===== src/rtl/id_ex_stage.sv =====
// id_ex_stage: decode-to-execute pipeline register of the RV32IM core.
// Holds one instruction behind a valid/ready handshake. It selects the ALU
// operands (rs/pc/imm), forwards results from MEM and WB, inserts load-use
// bubbles and supports flush.
// Optional build macro: FORWARDING_EN. When it is defined, results from MEM
// and WB are forwarded onto ex_*. When it is undefined, any MEM or WB
// producer of a used source stalls the stage instead.
module id_ex_stage #(
  parameter int XLEN     = 32,
  parameter int ALU_OP_W = 5
) (
  input  logic                clk,
  input  logic                rst,
  input  logic                flush,
  input  logic                id_valid,
  output logic                id_ready,
  input  logic [XLEN-1:0]     id_pc,
  input  logic [4:0]          id_rs1,
  input  logic [4:0]          id_rs2,
  input  logic [XLEN-1:0]     id_rs1_data,
  input  logic [XLEN-1:0]     id_rs2_data,
  input  logic [XLEN-1:0]     id_imm,
  input  logic                id_use_pc,
  input  logic                id_use_imm,
  input  logic [ALU_OP_W-1:0] id_alu_op,
  input  logic [4:0]          id_rd,
  input  logic                id_reg_write,
  input  logic                id_mem_read,
  output logic                ex_valid,
  input  logic                ex_ready,
  output logic [XLEN-1:0]     ex_a,
  output logic [XLEN-1:0]     ex_b,
  output logic [ALU_OP_W-1:0] ex_alu_op,
  output logic [XLEN-1:0]     ex_rs2_fwd,
  output logic [4:0]          ex_rd,
  output logic                ex_reg_write,
  output logic                ex_mem_read,
  input  logic                mem_fwd_valid,
  input  logic [4:0]          mem_rd,
  input  logic [XLEN-1:0]     mem_result,
  input  logic                mem_is_load,
  input  logic                wb_fwd_valid,
  input  logic [4:0]          wb_rd,
  input  logic [XLEN-1:0]     wb_data
);

  logic                valid_q;
  logic [XLEN-1:0]     pc_q, imm_q, rs1_data_q, rs2_data_q;
  logic [4:0]          rs1_q, rs2_q, rd_q;
  logic                use_pc_q, use_imm_q, reg_write_q, mem_read_q;
  logic [ALU_OP_W-1:0] alu_op_q;

  logic            rs1_mem_hit, rs2_mem_hit, rs1_wb_hit, rs2_wb_hit;
  logic            id_rs1_wb_hit, id_rs2_wb_hit;
  logic            hazard, stall, capture;
  logic [XLEN-1:0] rs1_fwd, rs2_fwd;

  // producer matches against held sources (x0 never matches)
  assign rs1_mem_hit = mem_fwd_valid & (mem_rd != 5'd0) & (mem_rd == rs1_q);
  assign rs2_mem_hit = mem_fwd_valid & (mem_rd != 5'd0) & (mem_rd == rs2_q);
  assign rs1_wb_hit  = wb_fwd_valid & (wb_rd != 5'd0) & (wb_rd == rs1_q);
  assign rs2_wb_hit  = wb_fwd_valid & (wb_rd != 5'd0) & (wb_rd == rs2_q);

  // WB write in the same cycle as capture would be missed by the regfile read
  assign id_rs1_wb_hit = wb_fwd_valid & (wb_rd != 5'd0) & (wb_rd == id_rs1);
  assign id_rs2_wb_hit = wb_fwd_valid & (wb_rd != 5'd0) & (wb_rd == id_rs2);

`ifdef FORWARDING_EN
  // rs2 always counts as used because store data depends on it
  assign hazard  = mem_is_load & ((rs1_mem_hit & ~use_pc_q) | rs2_mem_hit);
  assign rs1_fwd = (rs1_mem_hit & ~mem_is_load) ? mem_result :
                   rs1_wb_hit ? wb_data : rs1_data_q;
  assign rs2_fwd = (rs2_mem_hit & ~mem_is_load) ? mem_result :
                   rs2_wb_hit ? wb_data : rs2_data_q;
`else
  // no bypass network: wait until the WB snoop has refreshed the operand
  logic            unused_fwd_in;
  assign unused_fwd_in = ^{mem_result, mem_is_load};
  assign hazard  = ((rs1_mem_hit | rs1_wb_hit) & ~use_pc_q) | rs2_mem_hit | rs2_wb_hit;
  assign rs1_fwd = rs1_data_q;
  assign rs2_fwd = rs2_data_q;
`endif

  assign stall    = valid_q & hazard;
  assign id_ready = ~valid_q | (ex_ready & ~stall);
  assign capture  = id_valid & id_ready & ~flush;

  assign ex_valid     = valid_q & ~hazard;
  assign ex_a         = use_pc_q  ? pc_q  : rs1_fwd;
  assign ex_b         = use_imm_q ? imm_q : rs2_fwd;
  assign ex_rs2_fwd   = rs2_fwd;
  assign ex_alu_op    = alu_op_q;
  assign ex_rd        = rd_q;
  assign ex_reg_write = reg_write_q;
  assign ex_mem_read  = mem_read_q;

  // valid tracking: flush beats capture, capture beats retire
  always_ff @(posedge clk) begin
    if (rst)                      valid_q <= 1'b0;
    else if (flush)               valid_q <= 1'b0;
    else if (capture)             valid_q <= 1'b1;
    else if (ex_valid & ex_ready) valid_q <= 1'b0;
  end

  // payload: load on capture, otherwise snoop WB writes into held operands
  always_ff @(posedge clk) begin
    if (rst) begin
      pc_q        <= '0;
      imm_q       <= '0;
      rs1_data_q  <= '0;
      rs2_data_q  <= '0;
      rs1_q       <= '0;
      rs2_q       <= '0;
      rd_q        <= '0;
      use_pc_q    <= 1'b0;
      use_imm_q   <= 1'b0;
      reg_write_q <= 1'b0;
      mem_read_q  <= 1'b0;
      alu_op_q    <= '0;
    end else if (capture) begin
      pc_q        <= id_pc;
      imm_q       <= id_imm;
      rs1_data_q  <= id_rs1_wb_hit ? wb_data : id_rs1_data;
      rs2_data_q  <= id_rs2_wb_hit ? wb_data : id_rs2_data;
      rs1_q       <= id_rs1;
      rs2_q       <= id_rs2;
      rd_q        <= id_rd;
      use_pc_q    <= id_use_pc;
      use_imm_q   <= id_use_imm;
      reg_write_q <= id_reg_write;
      mem_read_q  <= id_mem_read;
      alu_op_q    <= id_alu_op;
    end else if (valid_q) begin
      if (rs1_wb_hit) rs1_data_q <= wb_data;
      if (rs2_wb_hit) rs2_data_q <= wb_data;
    end
  end

endmodule


===== config.mk =====
export PLATFORM = sky130hd
export DESIGN_NAME = id_ex_stage
export DESIGN_NICKNAME = d
export VERILOG_FILES = /design/src/rtl/id_ex_stage.sv
export SDC_FILE = /design/constraint.sdc
export NUM_CORES = 1
export LEC_CHECK = 0
export ABC_CLOCK_PERIOD_IN_PS = 2300
export CAP_MARGIN = 20
export CORE_MARGIN = 2
export CORE_UTILIZATION = 38
export DETAILED_ROUTE_END_ITERATION = 6
export GPL_TIMING_DRIVEN = 0
export PLACE_DENSITY_LB_ADDON = 0.12
export REMOVE_ABC_BUFFERS = 1
export SETUP_SLACK_MARGIN = 0.05
export SLEW_MARGIN = 40
export SYNTH_ARGS = -nofsm -noshare
export SYNTH_HDL_FRONTEND = slang
export SYNTH_SLANG_ARGS = --single-unit

===== constraint.sdc =====
create_clock -name clk -period 2.3 [get_ports clk]
set_input_delay 0.345 -clock clk [delete_from_list [all_inputs] [get_ports clk]]
set_output_delay 0.345 -clock clk [all_outputs]
set_load 0.005 [all_outputs]

### Word level (Yosys, flattened, before mapping)

Index checks and enable logic that the tools add are counted.

| cells by class | value |
|---|---|
| eq/ne operators | 6 |
| multiplexer cells | 12 |
| bitwise logic cells | 24 |
| reduce and logical (&&, ||, !) cells | 9 |

Operator list:

| cell | count |
|---|---|
| two-way mux 32 bit | 10 |
| equality test 5 bit | 6 |
| bitwise AND 1 bit | 15 |
| nonzero test 5 bit | 2 |
| nonzero test 2 bit | 4 |
| NOT 1 bit | 5 |
| bitwise OR 1 bit | 4 |
| AND reduction 2 bit | 2 |
| two-way mux 1 bit | 2 |
| OR reduction 2 bit | 1 |

| storage, ports and cells | value |
|---|---|
| register bits after elaboration | 153 |
| input port bits | 234 |
| output and inout port bits | 110 |

### Longest topological paths before layout

| logic depth | value |
|---|---|
| word-level depth | 15 |
| gate-level depth with buffers | 12 |

### Worst setup path before layout

No wires, ideal clock.

| timing path | value |
|---|---|
| path type | input port to flip-flop |
| start point | in wb_rd[2] |
| end point | reg imm_q[0] |
| setup time | 0.116 ns |
| arrival time | 2.341 ns |
| data required time | 2.184 ns |
| path slack | -0.157 ns |
| stages | 12 |
| cell sequence | buf_2 > or4_4 > nor2_4 > nor3_2 > nor2_4 > a21boi_1 > buf_6 > nand2b_1 > buf_2 > buf_6 > buf_6 > a31o_2 |

| on the way | value |
|---|---|
| word-level cells in the longest chain between the ends | 13 |

RTL lines:

| what | RTL line | text |
|---|---|---|
| from (decl) | 43 | `input logic [4:0] wb_rd,` |
| nonzero test 5 bit | 61, 62 |  |
| bitwise AND 1 bit | 61, 62 |  |
| bitwise AND 1 bit | 61 | `assign rs1_wb_hit = wb_fwd_valid & (wb_rd != 5'd0) & (wb_rd == rs1_q);` |
| bitwise OR 1 bit | 79 | `assign hazard = ((rs1_mem_hit \| rs1_wb_hit) & ~use_pc_q) \| rs2_mem_hit \| rs2_wb_hit;` |
| bitwise AND 1 bit | 79 |  |
| bitwise OR 1 bit | 79 |  |
| bitwise OR 1 bit * | 79 |  |
| bitwise AND 1 bit * | 84 | `assign stall = valid_q & hazard;` |
| NOT 1 bit * | 85 | `assign id_ready = ~valid_q \| (ex_ready & ~stall);` |
| bitwise AND 1 bit * | 85 |  |
| bitwise OR 1 bit * | 85 |  |
| bitwise AND 1 bit * (2 in series) | 86 | `assign capture = id_valid & id_ready & ~flush;` |
| to (signal assigned) | 122 | `imm_q <= id_imm;` |
| to (decl) | 48 | `logic [XLEN-1:0] pc_q, imm_q, rs1_data_q, rs2_data_q;` |

Every way passes the cells marked *; elsewhere a longest branch is shown, timed or not.
A chain may end at the register's enable or synchronous reset.

### Worst setup path after layout

| timing path | value |
|---|---|
| start point | reg rs1_q[3] |
| end point | out id_ready |

| on the way | value |
|---|---|
| word-level cells in the longest chain between the ends | 10 |

RTL lines:

| what | RTL line | text |
|---|---|---|
| from (decl) | 49 | `logic [4:0] rs1_q, rs2_q, rd_q;` |
| from (signal assigned) | 125 | `rs1_q <= id_rs1;` |
| equality test 5 bit, on equally long branches | 59, 61 |  |
| bitwise AND 1 bit, on equally long branches | 59, 61 |  |
| bitwise OR 1 bit * | 79 |  |
| bitwise AND 1 bit * | 79 |  |
| bitwise OR 1 bit * (2 in series) | 79 |  |
| bitwise AND 1 bit * | 84 |  |
| NOT 1 bit * | 85 |  |
| bitwise AND 1 bit * | 85 |  |
| bitwise OR 1 bit * | 85 |  |
| to (decl) | 16 | `output logic id_ready,` |

Marked as above.

==> reports/metrics.csv <==
metric,value,unit
vias in the first global route,8088,
first-pass GRT wire length,49900,µm
setup TNS,-14.73,ns
Starting Density,0.388,
Slew HR,0.686,
FP Rows,51,
mean post-synth cell area,9.75,µm²
Post-Synth Adder-Cell Area,0,
fin crit share,1.10,
largest net degree at the start of global routing,74,
Psw,2300,µW
CTS Buf Count,17,
worst skew pair latency,0.44,ns
layout cell share with drive strength beyond 1,0.363,
filler-free cell count of the finished design,1408,
Worst Path Max Fanout,3,
worst setup margin,-0.238,ns
Critical Path End Type,primary output,
failing checks,negative setup slack,
Synth top area share,0.405,
final hold vios,0,
Mapped Area,7550,µm²
Routed WL,37500,µm
final setup vio count,131,
sequential share of power,0.353,
#FFs+latches synth,153,
main flop type after synthesis,dfxtp_1,
WS Path Type,reg2out,
reg2reg start,rs1_q[3],
CTS sink cnt,153,
die width,145,µm
Area after DPL,11000,µm²
CTS tree,yes,
HP Class,in2reg,
distinct cell type count after synthesis,44,
GRT Util Overall,0.307,
Final ANT Viol Nets,0,
Final Max Tran Viols,0,
Max Freq,394,MHz
Cell Int Power,6090,µW
asr flop ratio synth,0,
Cells after Synth,775,
Critical Path RT,1.96,ns
synth top area cells,"dfxtp_1 (41%), nor4b_1 (10%), a31o_2 (9.6%)",
area grow syn2layout,83.8,%
DP HPWL,18500,µm
Placer Congestion,0.807,
"Clk pin slew, worst setup/hold paths",0.06,ns
fin nets,1363,
Lkg Pwr,0.00541,µW
H-Tree Level Count,4,
min cycle time layout,2.54,ns
worst slew pin tran,0.470,ns
"Seq/Total Area, Yosys",0.405,
root buf cell,clkbuf_16,
clock network power share,0.383,
design area,13900,µm²
Post-synth EDFFs,0,
post-synthesis xor/xnor area fraction,0.0348,
mux cell area share after synthesis,0.0954,
vias post-DR,8390,
filler instances,1409,
most common cell in the netlist,dfxtp_1,
RSZ-0062 raised after global routing,yes,
largest family of logic cells by synthesized area,compound AO/OA/AOI/OAI gates,
simple-gate share of the synthesized area,0.156,
"Arr. time, crit path",2.19,ns
reg2reg setup slack,-0.23,ns
# IOs,344,
Iteration-0 DRC Markers,695,
Max Cap Viol,0,
startpoint types,flip-flop,
die area,21000,µm²
Setup Skew,0.0154,ns
top cell type by total area after synthesis,dfxtp_1,
outcome,"finished, violations left",
Post-Place Cells,1276,
CTS Buffer Depth,2,
pwr dens,604,nW/µm²
R2R cell count,13,
largest delay contributor family on the critical path,compound AO/OA/AOI/OAI gates,
CP bufs+invs,4,
Ys Warns,0,
# DRC,0,
crit path capture,id_ready,
synth cell count leaders,"dfxtp_1 (153), nor4b_1 (88), a31o_2 (83)",
most numerous cell on the critical path,a21boi_4,
reg2reg end,pc_q[3],
Crit-path slowest cell,dfxtp_2,
port bufs,310,
Vias/cell,5.96,
Sw Ratio,0.274,
Worst VDD drop,0.528,mV
Comb pwr share,0.264,
Critical Path Start,rs1_q[3],
Placeable Area,19500,µm²
Die H,145,µm
aggregate global routing overflow,0,
CP max stage delay,0.34,ns
WP depth,9,
initial antenna violation count,0,
first drt pass iteration count,5,
Power Total,8390,µW
Place WS,-1.40,ns
WL per Instance,26.6,µm
Compound-Gate Fraction of Synth Area,0.234,
crit-path cells,xnor2_1 > nand4_1 > o32ai_4 > buf_6 > a21boi_4 > a21boi_4 > buf_12 > inv_2 > buf_2,
## power by group through the flow
stage | Combinational (µW) | Clock, µW | Sequential, µW
after CTS | 1940 | 3220 | 2950
after global placement | 1530 | 0 | 3020
after global routing | 2310 | 3320 | 2980
after floorplan | 608 | 0 | 2990
final | 2210 | 3210 | 2960
after detailed placement | 1630 | 0 | 3020
## stage by stage
stage                util  hold slack, ns
floorplan               -           0.410
global placement    0.543           0.453
detailed placement  0.567           0.463
CTS                 0.669           0.332
global route        0.713           0.357
finish              0.713           0.343
## kinds of logic (layout without fill, tap and decap cells)
family / count (synthesis) / in the layout
AOI/OAI and AO/OA: 234 / 237
and+or+nand+nor: 167 / 168
DFF: 153 / 153
buffers and inverters: 127 / 490
muxes: 64 / 64
xor gates and xnor gates: 30 / 30
other: 0 / 1
## registers in the layout, indices dropped and copies added, names as in the netlist
signal	count
ex_mem_read	1
use_imm_q	1
rs2_q	5
ex_rd	5
rs1_q	5
ex_rs2_fwd	32
use_pc_q	1
rs1_data_q	32
ex_alu_op	5
ex_reg_write	1
pc_q	32
imm_q	32
valid_q	1
## cell type report
class | instances | area (µm²) | area share
Antenna cell | 1 | 2.50 | 0.000180
Clock buffer | 19 | 443 | 0.0319
Clock inverter | 13 | 216 | 0.0156
Inverter | 35 | 139 | 0.0100
Multi-Input combinational cell | 499 | 4700 | 0.339
Sequential cell | 153 | 3090 | 0.223
Tap cell | 265 | 332 | 0.0239
Timing Repair Buffer | 423 | 4950 | 0.357
## timing repair
action / CTS / global route
pin swaps: 46 / 19
endpoints found under the setup margin: 202 / 164
hold buffers: 0 / 0
resized for setup: 206 / 78
gates cloned: 12 / 17
buffers inserted: 52 / 21
## cell usage in the layout, fill, tap and decap left out, drive strengths merged, types with 3 or more instances in the layout
cell           count
clkbuf            31
a31o              90
a211oi             9
nand2b             3
o221ai            32
dfxtp            153
mux2              64
nor4b             88
nor2              16
nor4               3
xnor2             28
nand3             28
clkdlybuf4s50    264
clkinv             3
nor3               4
inv               38
bufbuf             4
a22oi             23
nand2             16
dlygate4sd2       27
buf              115
a21oi             67
nand4              4
bufinv             5
a21o               6
## routing by layer
| layer | up-vias | share of wire | track usage |
|---|---|---|---|
| met4 | 0 | 0.037 | 0.115 |
| met2 | 434 | 0.49 | 0.531 |
| met3 | 93 | 0.074 | 0.0682 |
| li1 | 3699 | - | - |
| met5 | - | 0 | 0 |
| met1 | 4164 | 0.40 | 0.373 |
## worst min-delay path by stage
stage                     startpoint              to  cells past startpoint
final                            rst  ex_rs2_fwd[17]                      2
after CTS                        rst  ex_rs2_fwd[17]                      2
after floorplan                  rst  ex_rs2_fwd[10]                      1
after global placement     imm_q[14]       imm_q[14]                      1
after detailed placement    imm_q[3]        imm_q[3]                      1
after global routing             rst  ex_rs2_fwd[14]                      2
(Power assumes the default switching activity.)
